File: src/rtl/vstreamout_sched_pkg.sv
// Shared definitions for the vector-stream-out scheduler: stream geometry, FSM encoding
// and the round-robin arbiter result type.
package vstreamout_sched_pkg;

  localparam int unsigned phit_size    = 32;
  localparam int unsigned SIMD_degree  = 4;
  localparam int unsigned header_bytes = 8;

  typedef logic [2:0] sched_state_t;

  localparam sched_state_t ST_IDLE   = 3'd0;
  localparam sched_state_t ST_SETUP  = 3'd1;
  localparam sched_state_t ST_HDR    = 3'd2;
  localparam sched_state_t ST_STREAM = 3'd3;
  localparam sched_state_t ST_GAP    = 3'd4;

  typedef struct packed {
    logic       valid;
    logic [3:0] idx;
  } rr_arb_t;

endpackage

File: src/rtl/vstreamout_sched_if.sv
// Bundle of request, source-stream and assembler-side signals for the scheduler.
interface vstreamout_sched_if #(
  parameter int unsigned NUM_REQ = 4
) ();
  import vstreamout_sched_pkg::*;

  logic [NUM_REQ-1:0]                  req;
  logic [NUM_REQ-1:0][15:0]            req_len;
  logic [NUM_REQ-1:0][phit_size-1:0]   src_tdata;
  logic [NUM_REQ-1:0][SIMD_degree-1:0] src_tvalid;
  logic [NUM_REQ-1:0][SIMD_degree-1:0] src_tlast;
  logic [NUM_REQ-1:0]                  src_ready;
  logic [NUM_REQ-1:0]                  grant;
  logic                                is_spl;
  logic [31:0]                         spl_len;
  logic                                is_vstreamout_global;
  logic                                is_header;
  logic [phit_size-1:0]                tdata_out;
  logic [SIMD_degree-1:0]              tvalid_out;
  logic [SIMD_degree-1:0]              tlast_out;
  logic                                err_timeout;
  logic [15:0]                         pkt_cnt;

  // Sources and the assembler side, as seen from outside the scheduler.
  modport master (
    output req, req_len, src_tdata, src_tvalid, src_tlast,
    input  src_ready, grant, is_spl, spl_len, is_vstreamout_global, is_header,
    input  tdata_out, tvalid_out, tlast_out, err_timeout, pkt_cnt
  );

  modport slave (
    input  req, req_len, src_tdata, src_tvalid, src_tlast,
    output src_ready, grant, is_spl, spl_len, is_vstreamout_global, is_header,
    output tdata_out, tvalid_out, tlast_out, err_timeout, pkt_cnt
  );

endinterface

File: src/rtl/vstreamout_sched_rr_arb.sv
// Combinational round-robin pick: lowest requesting index at or after rr_ptr, else lowest overall.
module vstreamout_sched_rr_arb
  import vstreamout_sched_pkg::*;
#(
  parameter int unsigned NUM_REQ = 4
) (
  input  logic [NUM_REQ-1:0] req,
  input  logic [3:0]         rr_ptr,
  output rr_arb_t            pick
);

  always_comb begin
    pick = '0;
    // Descending scans so the last hit is the lowest index; the second pass overrides the wrap case.
    for (int j = int'(NUM_REQ) - 1; j >= 0; j--) begin
      if (req[j]) begin
        pick.valid = 1'b1;
        pick.idx   = 4'(j);
      end
    end
    for (int j = int'(NUM_REQ) - 1; j >= 0; j--) begin
      if (req[j] && (4'(j) >= rr_ptr)) begin
        pick.idx = 4'(j);
      end
    end
  end

endmodule

File: src/rtl/vstreamout_sched.sv
// Round-robin scheduler sharing one packet assembler between NUM_REQ vector-stream-out sources;
// holds a guard gap after each packet so the assembler checksum pipeline drains.
module vstreamout_sched
  import vstreamout_sched_pkg::*;
#(
  parameter int unsigned NUM_REQ = 4,
  parameter int unsigned HDR_LAT = 6,
  parameter int unsigned TIMEOUT = 1024
) (
  input logic               clk,
  input logic               rst_n,
  vstreamout_sched_if.slave bus
);

  localparam int unsigned CntMax = (TIMEOUT > HDR_LAT) ? TIMEOUT : HDR_LAT;
  localparam int unsigned CntW   = $clog2(CntMax + 1);

  sched_state_t           state_q, state_d;
  logic [3:0]             win_q, win_d;
  logic [3:0]             rr_ptr_q, rr_ptr_d;
  logic [CntW-1:0]        cnt_q, cnt_d;
  logic [NUM_REQ-1:0]     grant_q, grant_d;
  logic [31:0]            spl_len_q, spl_len_d;
  logic                   is_spl_q, is_spl_d;
  logic                   hdr_q, hdr_d;
  logic                   err_q, err_d;
  logic [15:0]            pkt_q, pkt_d;
  logic [phit_size-1:0]   tdata_q, tdata_d;
  logic [SIMD_degree-1:0] tvalid_q, tvalid_d;
  logic [SIMD_degree-1:0] tlast_q, tlast_d;

  rr_arb_t                pick;
  logic [phit_size-1:0]   sel_data;
  logic [SIMD_degree-1:0] sel_valid, sel_last;
  logic                   active, beat_ok, beat_last;

  vstreamout_sched_rr_arb #(
    .NUM_REQ (NUM_REQ)
  ) u_rr_arb (
    .req    (bus.req),
    .rr_ptr (rr_ptr_q),
    .pick   (pick)
  );

  always_comb begin
    sel_data  = '0;
    sel_valid = '0;
    sel_last  = '0;
    for (int unsigned j = 0; j < NUM_REQ; j++) begin
      if (win_q == 4'(j)) begin
        sel_data  = bus.src_tdata[j];
        sel_valid = bus.src_tvalid[j];
        sel_last  = bus.src_tlast[j];
      end
    end
  end

  assign active    = (state_q == ST_HDR) || (state_q == ST_STREAM);
  assign beat_ok   = |sel_valid;
  assign beat_last = |(sel_valid & sel_last);

  always_comb begin
    state_d   = state_q;
    win_d     = win_q;
    rr_ptr_d  = rr_ptr_q;
    cnt_d     = cnt_q;
    grant_d   = grant_q;
    spl_len_d = spl_len_q;
    is_spl_d  = 1'b0;
    hdr_d     = 1'b0;
    err_d     = err_q;
    pkt_d     = pkt_q;
    tdata_d   = '0;
    tvalid_d  = '0;
    tlast_d   = '0;
    case (state_q)
      ST_IDLE: begin
        if (pick.valid) begin
          win_d    = pick.idx;
          grant_d  = '0;
          for (int unsigned j = 0; j < NUM_REQ; j++) begin
            if (pick.idx == 4'(j)) begin
              grant_d[j] = 1'b1;
              spl_len_d  = {16'h0000, bus.req_len[j]};
            end
          end
          is_spl_d = 1'b1;
          state_d  = ST_SETUP;
        end
      end
      ST_SETUP: begin
        cnt_d   = '0;
        state_d = ST_HDR;
      end
      ST_HDR, ST_STREAM: begin
        if (beat_ok) begin
          tdata_d  = sel_data;
          tvalid_d = sel_valid;
          tlast_d  = sel_last;
          hdr_d    = (state_q == ST_HDR);
          cnt_d    = '0;
          state_d  = beat_last ? ST_GAP : ST_STREAM;
        end else if (cnt_q == CntW'(TIMEOUT - 1)) begin
          // Abort: the packet is closed through the normal guard gap.
          err_d   = 1'b1;
          cnt_d   = '0;
          state_d = ST_GAP;
        end else begin
          cnt_d = cnt_q + 1'b1;
        end
      end
      ST_GAP: begin
        if (cnt_q == CntW'(HDR_LAT - 1)) begin
          cnt_d    = '0;
          rr_ptr_d = (win_q == 4'(NUM_REQ - 1)) ? 4'd0 : win_q + 4'd1;
          pkt_d    = pkt_q + 16'd1;
          grant_d  = '0;
          state_d  = ST_IDLE;
        end else begin
          cnt_d = cnt_q + 1'b1;
        end
      end
      default: state_d = ST_IDLE;
    endcase
  end

  always_ff @(posedge clk or negedge rst_n) begin
    if (!rst_n) begin
      state_q   <= ST_IDLE;
      win_q     <= '0;
      rr_ptr_q  <= '0;
      cnt_q     <= '0;
      grant_q   <= '0;
      spl_len_q <= '0;
      is_spl_q  <= 1'b0;
      hdr_q     <= 1'b0;
      err_q     <= 1'b0;
      pkt_q     <= '0;
      tdata_q   <= '0;
      tvalid_q  <= '0;
      tlast_q   <= '0;
    end else begin
      state_q   <= state_d;
      win_q     <= win_d;
      rr_ptr_q  <= rr_ptr_d;
      cnt_q     <= cnt_d;
      grant_q   <= grant_d;
      spl_len_q <= spl_len_d;
      is_spl_q  <= is_spl_d;
      hdr_q     <= hdr_d;
      err_q     <= err_d;
      pkt_q     <= pkt_d;
      tdata_q   <= tdata_d;
      tvalid_q  <= tvalid_d;
      tlast_q   <= tlast_d;
    end
  end

  assign bus.src_ready            = active ? grant_q : '0;
  assign bus.grant                = grant_q;
  assign bus.is_spl               = is_spl_q;
  assign bus.spl_len              = spl_len_q;
  assign bus.is_vstreamout_global = hdr_q;
  assign bus.is_header            = hdr_q;
  assign bus.tdata_out            = tdata_q;
  assign bus.tvalid_out           = tvalid_q;
  assign bus.tlast_out            = tlast_q;
  assign bus.err_timeout          = err_q;
  assign bus.pkt_cnt              = pkt_q;

endmodule

File: src/flat_wrapper.sv
// flat-port wrapper written by rule: the top's interface ports become plain ports
module vstreamout_sched_flat import vstreamout_sched_pkg::*;
#(
  parameter int unsigned NUM_REQ = 4,
  parameter int unsigned HDR_LAT = 6,
  parameter int unsigned TIMEOUT = 1024
)
  (clk, rst_n, bus_req, bus_req_len, bus_src_tdata, bus_src_tvalid, bus_src_tlast, bus_src_ready, bus_grant, bus_is_spl, bus_spl_len, bus_is_vstreamout_global, bus_is_header, bus_tdata_out, bus_tvalid_out, bus_tlast_out, bus_err_timeout, bus_pkt_cnt);
  vstreamout_sched_if #(.NUM_REQ(NUM_REQ)) bus_i ();
  input logic clk;
  input logic rst_n;
  input wire logic [$bits(bus_i.req)-1:0] bus_req;
  input wire logic [$bits(bus_i.req_len)-1:0] bus_req_len;
  input wire logic [$bits(bus_i.src_tdata)-1:0] bus_src_tdata;
  input wire logic [$bits(bus_i.src_tvalid)-1:0] bus_src_tvalid;
  input wire logic [$bits(bus_i.src_tlast)-1:0] bus_src_tlast;
  output wire logic [$bits(bus_i.src_ready)-1:0] bus_src_ready;
  output wire logic [$bits(bus_i.grant)-1:0] bus_grant;
  output wire logic [$bits(bus_i.is_spl)-1:0] bus_is_spl;
  output wire logic [$bits(bus_i.spl_len)-1:0] bus_spl_len;
  output wire logic [$bits(bus_i.is_vstreamout_global)-1:0] bus_is_vstreamout_global;
  output wire logic [$bits(bus_i.is_header)-1:0] bus_is_header;
  output wire logic [$bits(bus_i.tdata_out)-1:0] bus_tdata_out;
  output wire logic [$bits(bus_i.tvalid_out)-1:0] bus_tvalid_out;
  output wire logic [$bits(bus_i.tlast_out)-1:0] bus_tlast_out;
  output wire logic [$bits(bus_i.err_timeout)-1:0] bus_err_timeout;
  output wire logic [$bits(bus_i.pkt_cnt)-1:0] bus_pkt_cnt;
  assign bus_i.req = bus_req;
  assign bus_i.req_len = bus_req_len;
  assign bus_i.src_tdata = bus_src_tdata;
  assign bus_i.src_tvalid = bus_src_tvalid;
  assign bus_i.src_tlast = bus_src_tlast;
  assign bus_src_ready = bus_i.src_ready;
  assign bus_grant = bus_i.grant;
  assign bus_is_spl = bus_i.is_spl;
  assign bus_spl_len = bus_i.spl_len;
  assign bus_is_vstreamout_global = bus_i.is_vstreamout_global;
  assign bus_is_header = bus_i.is_header;
  assign bus_tdata_out = bus_i.tdata_out;
  assign bus_tvalid_out = bus_i.tvalid_out;
  assign bus_tlast_out = bus_i.tlast_out;
  assign bus_err_timeout = bus_i.err_timeout;
  assign bus_pkt_cnt = bus_i.pkt_cnt;
  vstreamout_sched #(.NUM_REQ(NUM_REQ), .HDR_LAT(HDR_LAT), .TIMEOUT(TIMEOUT)) u_core (.clk(clk), .rst_n(rst_n), .bus(bus_i));
endmodule
File: config.mk
export PLATFORM = sky130hd
export DESIGN_NAME = vstreamout_sched_flat
export DESIGN_NICKNAME = d
export VERILOG_FILES = /design/src/rtl/vstreamout_sched_pkg.sv /design/src/rtl/vstreamout_sched_if.sv /design/src/rtl/vstreamout_sched_rr_arb.sv /design/src/rtl/vstreamout_sched.sv /design/src/flat_wrapper.sv
export SDC_FILE = /design/constraint.sdc
export NUM_CORES = 1
export LEC_CHECK = 0
export ABC_AREA = 1
export BUFFER_PORTS_ARGS = -buffer_cell sky130_fd_sc_hd__buf_2
export CAP_MARGIN = 20
export CORE_AREA = 2 2 130 132
export DETAILED_ROUTE_END_ITERATION = 7
export DIE_AREA = 0 0 132 134
export PLACE_DENSITY = 0.81
export SLEW_MARGIN = 10
export SYNTH_ARGS = -nofsm -noshare
export SYNTH_HDL_FRONTEND = slang
export SYNTH_SLANG_ARGS = --single-unit
export TNS_END_PERCENT = 5
File: constraint.sdc
create_clock -name clk -period 2 [get_ports clk]
set_input_delay 0.4 -clock clk [delete_from_list [all_inputs] [get_ports clk]]
set_output_delay 0.4 -clock clk [all_outputs]
set_load 0.02 [all_outputs]
* Word-level counts from Yosys, hierarchy flattened *
Cells that the tools add are included.

word-level totals
  flip-flop bits (word level) = 117
  latch bits = 0
  RAM bits = 0
  bits in read-only memories = 0
  memories = 0

operators by class
  add/sub/neg operators = 3
  multipliers = 0
  div/mod/pow operators = 0
  $lt $le $gt $ge = 4
  equality and inequality tests = 15
  shift-type cells = 0
  multiplexer cells = 53
  bitwise operators = 2
  reductions and logical operators = 20

operators with widths
  cell                   count
  $mux 32                10
  $mux 4                 20
  $mux 11                3
  $pmux 11 s3            1
  $mux 5                 4
  $add 16x1->16 const B  1
  $eq 4x2->1 const B     4
  $mux 3                 5
  $pmux 3 s4             1
  $reduce_and 3->1       4
  $add 11x1->11 const B  1
  $eq 11x10->1 const B   1
  $eq 11x3->1 const B    1
  $eq 4x1->1 const B     2
  $ge 1x4->1 const A     2
  $ge 2x4->1 const A     2
  $logic_not 4->1        2
  $mux 1                 8
  $pmux 4 s2             1
  $reduce_or 4->1        2
  $eq 3x2->1 const B     2
  $add 4x1->4 const B    1
  $and 4x4->4            1
  $logic_and 1x1->1      4
  12 further kinds       14

* Logic depth before layout (Yosys ltp) *
  depth in word-level cells = 13
  mapped depth = 16

* Modules after synthesis *
Synthesis repeated with hierarchy kept, for this count alone.

second synthesis, totals
  cells, all modules = 804
  area total of the unflattened synthesis = 6153.4 um^2

modules (own cells, without submodules)
  module                   instances  cells each  area each (um^2)  sequential area each (um^2)
  vstreamout_sched         1          775         6022.0            2527.4
  vstreamout_sched_rr_arb  1          29          131.4             0.0

* Least setup slack after synthesis *
No wires, ideal clock.

  path type = register -> register
  start = register u_core.win_q[0]
  end = register u_core.tdata_q[17], in the netlist u_core.bus.tdata_out[17]
  setup time = 140 ps
  data arrival time = 1680 ps
  data required time = 1860 ps
  path slack = 180 ps
  cell stages (with the launch flop) = 15
  buffers on the path = 3
  clock period less this slack = 1820 ps
  cells stage by stage = dfrtp_1 -> inv_1 -> ha_1 -> buf_4 -> inv_2 -> buf_6 -> nor2_1 -> nor2_1 -> nand2_1 -> nand2_1 -> nor2_4 -> nand2_2 -> nand2_4 -> buf_6 -> a211oi_2

between the ends
  cells in the longest elaborated chain, start to end = 8

ends and longest elaborated chain
  element                 line                     source
  from (decl)             vstreamout_sched.sv:19   logic [3:0] win_q, win_d;
  from (signal assigned)  vstreamout_sched.sv:144  win_q <= win_d;
  $logic_not 4->1         vstreamout_sched.sv:50   if (win_q == 4'(j)) begin
  $mux 4 (4 in a row)     vstreamout_sched.sv:50
  $reduce_or 4->1         vstreamout_sched.sv:59   assign beat_ok = |sel_valid;
  $mux 32 *               vstreamout_sched.sv:96   if (beat_ok) begin
  $mux 32 *               vstreamout_sched.sv:76   case (state_q)
  via u_core.tdata_d[17]  vstreamout_sched.sv:28   logic [phit_size-1:0] tdata_q, tdata_d;
  to (signal assigned)    vstreamout_sched.sv:153  tdata_q <= tdata_d;
  to (decl)               vstreamout_sched.sv:28

The timed path passes the listed nets; every way through them passes the cells marked *.
A chain may end at the register's enable or synchronous reset.

* Final worst setup path *
  start = register u_core.win_q[0]
  end = register u_core.state_q[2]

between the ends
  cells in the longest elaborated chain, start to end = 10

ends and longest elaborated chain
  element               line                     source
  $logic_not 4->1       vstreamout_sched.sv:50
  $mux 4 (4 in a row)   vstreamout_sched.sv:50
  $and 4x4->4           vstreamout_sched.sv:60   assign beat_last = |(sel_valid & sel_last);
  $reduce_or 4->1       vstreamout_sched.sv:60
  $mux 3                vstreamout_sched.sv:102  state_d = beat_last ? ST_GAP : ST_STREAM;
  $mux 3                vstreamout_sched.sv:96
  $pmux 3 s4            vstreamout_sched.sv:76
  to (signal assigned)  vstreamout_sched.sv:143  state_q <= state_d;
  to (decl)             vstreamout_sched.sv:18   sched_state_t state_q, state_d;

Parallel ways exist; a longest one is shown, timed or not.

==> metrics.yaml <==
avgSynthCellArea_um2: 7.35
grt_pass1_wl_mm: 31.7
syn2layout_area_growth_pct: 37.9
design_area_um2: 8390
clkPwrFrac_pct: 17.4
nFillCells: 1577
r2r-end: "u_core.state_q[2]"
drc_errors: 0
path_class: "reg -> reg"
worst_setup_path_start_kind: "register"
timing.rr.start: "u_core.win_q[0]"
yosys.area_share.adder_pct: 1.44
initial_core_util_pct: 37.3
clk-insertion-delay-late_ps: 350
period_share_pct: 97.6
grt_pass1_vias: 6427
switching_power_mw: 4.88
cts_sinks: 97
multi_input_area_um2: 3100
r2r_cells: 13
grt_overflow: 0
drive_gt1_share_pct: 36.7
final_cell_mix: "312 x buf_2, 208 x nand2_1, 95 x dfrtp_1"
crit_family: "simple AND/OR/NAND/NOR gates"
post_drt_wl_per_cell_um: 15.1
ir_drop_uv: 606
final.setup.tns_ps: 0
grt_max_degree: 49
grt_use_total_pct: 22.3
cts_root_buf: "clkbuf_16"
fin_cells: 1372
fp.dieH_um: 134
design_power_total_mw: 10.7
power.internal_mw: 5.87
hold_class: "in -> reg"
antenna_found_initial: 2
vias: 6716
p_comb_share_pct: 55.3
synthXorXnorAreaFrac_pct: 2.59
crit_slowest_cell: "dfrtp_2"
holdPathStages: 3
clk_pin_slew_ps: 70
leakage_nw: 4.66
cts_buffer_depth: 2
outcome: "completed"
synth_cell_types: 40
maxCapViolCount: 0
cts_tree: "built"
placed_area_um2: 7880
dp_cells: 1345
cts_buffers: 9
fmax_mhz: 512
worstPathCellList: "inv_4 -> ha_4 -> clkbuf_2 -> a21oi_1 -> nand2_1 -> nand2_2 -> nand2_2 -> nor2_4 -> nand3_2 -> nand2_4 -> nand2_8 -> nand2_2 -> o21ai_1"
cpMostUsedCell: "nand2_2"
synth_compound_area_share_pct: 18.5
synth_area_um2: 6080
fin_worst_skew_ps: 8.25
worst_setup_path_end_kind: "register"
synth_cells: 828
synth_top_family_by_area: "simple AND/OR/NAND/NOR gates"
rsz0062_at_grt: "yes"
synthMuxAreaShare_pct: 0
hold_ws_ps: 313
yosysWarnings: 0
place.gp.congestion: 0.927
path_depth: 13
finalWirelength_mm: 20.8
dr.first_iter.drc_count: 349
synth-simple-area-share_pct: 26.0
slowest_delay_ps: 470
synth_seq_cells: 97
mostFrequentLayoutCell: "buf_2"
core_area_um2: 16300
power.share.switching_pct: 45.4
maxSlewViolCount: 0
worstPathMaxFanout: 10
r2r_slack_ps: 50
fin_crit_ps: 1950
io_buffers: 313
die_w_um: 132
powerDensity_nw_per_um2: 1280
post-dp-hpwl_mm: 16.5
crit_buf_inv: 2
fin_nets: 1383
ys_seq_area_share_pct: 39.9
io-pin-count: 330
required_ps: 2220
setup_violations: 0
hold_viol: 0
seqPwrFrac_pct: 27.2
die-area_um2: 17700
viasPerCell: 4.90
fp-row-count: 47
ant_nets: 0
hp-start: "bus_src_tdata[116]"
min_to: "u_core.bus.tdata_out[20]"
arrival_ps: 2170
firstDrtPassIters: 5
ctsHtreeMaxLevel: 3
final-seq-area_um2: 2430
[power by group through the flow]
stage | clock, mW | combinational [mW] | sequential (mW)
after floorplan | 0 | 2.99 | 3.62
after global placement | 0 | 5.46 | 2.92
after detailed placement | 0 | 5.59 | 2.91
after CTS | 1.93 | 5.60 | 2.90
after global routing | 2.01 | 6.52 | 2.98
final | 1.87 | 5.94 | 2.92
[worst min-delay path, cell delays in order]
cell and delay (ps):
buf_2 80, o21ai_1 50, nor2_1 90
[flip-flops by register name, indices dropped and copies added (netlist names), 3 cells and up]
name,flops
u_core.bus.tdata_out,32
u_core.bus.pkt_cnt,16
u_core.bus.spl_len,16
u_core.cnt_q,11
u_core.bus.grant,4
u_core.bus.tlast_out,4
u_core.bus.tvalid_out,4
u_core.state_q,3
[Yosys cell counts (all sizes together)]
| master | count | share of area, % |
|---|---|---|
| o22ai | 11 | 1.1 |
| clkbuf | 14 | 0.86 |
| xnor2 | 7 | 1.0 |
| dfrtp | 97 | 40 |
| nand3b | 2 | 0.31 |
| o31ai | 1 | 0.12 |
| nor4 | 1 | 0.10 |
| inv | 94 | 5.9 |
| nand2 | 221 | 14 |
| buf | 41 | 4.7 |
| nand4 | 11 | 1.1 |
| o21ai | 99 | 8.3 |
| xor2 | 11 | 1.6 |
| nand3 | 35 | 3.3 |
| a211oi | 12 | 1.9 |
| nor2 | 84 | 5.8 |
| o21a | 1 | 0.12 |
| a22oi | 20 | 2.5 |
| nor3 | 7 | 0.95 |
| o21bai | 1 | 0.12 |
| ha | 7 | 1.4 |
| conb | 1 | 0.062 |
| a21oi | 50 | 4.3 |
[cell type report]
| class | instances | share of cell area [%] |
|---|---|---|
| antenna | 1 | 0.0298 |
| sequential | 97 | 29.0 |
| multi-input combinational | 597 | 37.0 |
| timing repair buffer | 347 | 22.6 |
| inverter | 94 | 4.34 |
| clock buffer | 10 | 2.73 |
| clock inverter | 6 | 1.09 |
| tap | 220 | 3.28 |
[per-layer routing]
layer  track usage [%]  share of wire, %  up-vias
met5                 0             0.063        -
met4              10.4               3.9        2
met3              5.48               8.2       58
met2              40.0                50      344
met1              25.0                38     3021
li1                  -                 -     3291
[kinds of logic after synthesis]
logic type | after synthesis
compound gates | 195
buf+inv | 149
simple gates | 361
fa+ha+maj | 7
flops | 97
xor+xnor | 18
other cells | 1
[worst max path at each step]
| stage | start | end |
|---|---|---|
| final | u_core.win_q[0] | u_core.state_q[2] |
| after global routing | u_core.win_q[0] | u_core.bus.tdata_out[31] |
| after CTS | u_core.win_q[1] | u_core.state_q[2] |
| after detailed placement | u_core.win_q[0] | u_core.state_q[2] |
| after global placement | u_core.win_q[0] | u_core.state_q[2] |
| after floorplan | u_core.win_q[0] | u_core.bus.tdata_out[17] |
[what timing repair did]
item | in CTS | in global routing
pin swaps | 0 | 5
gates cloned | 0 | 1
endpoints found under the hold margin | 28 | 0
gates resized for setup | 3 | 23
hold buffers | 1 | 0
endpoints found under the setup margin | 48 | 54
buffers inserted | 0 | 8
[through the flow]
stage	setup WS (ps)	util, %
3_5_place_dp	-87.6	48.4
4_1_cts	8.72	50.5
5_1_grt	-73.6	51.5
3_3_place_gp	45.3	48.4
6_report	47.7	51.5
2_1_floorplan	180	-
(Power assumes the default switching activity.)
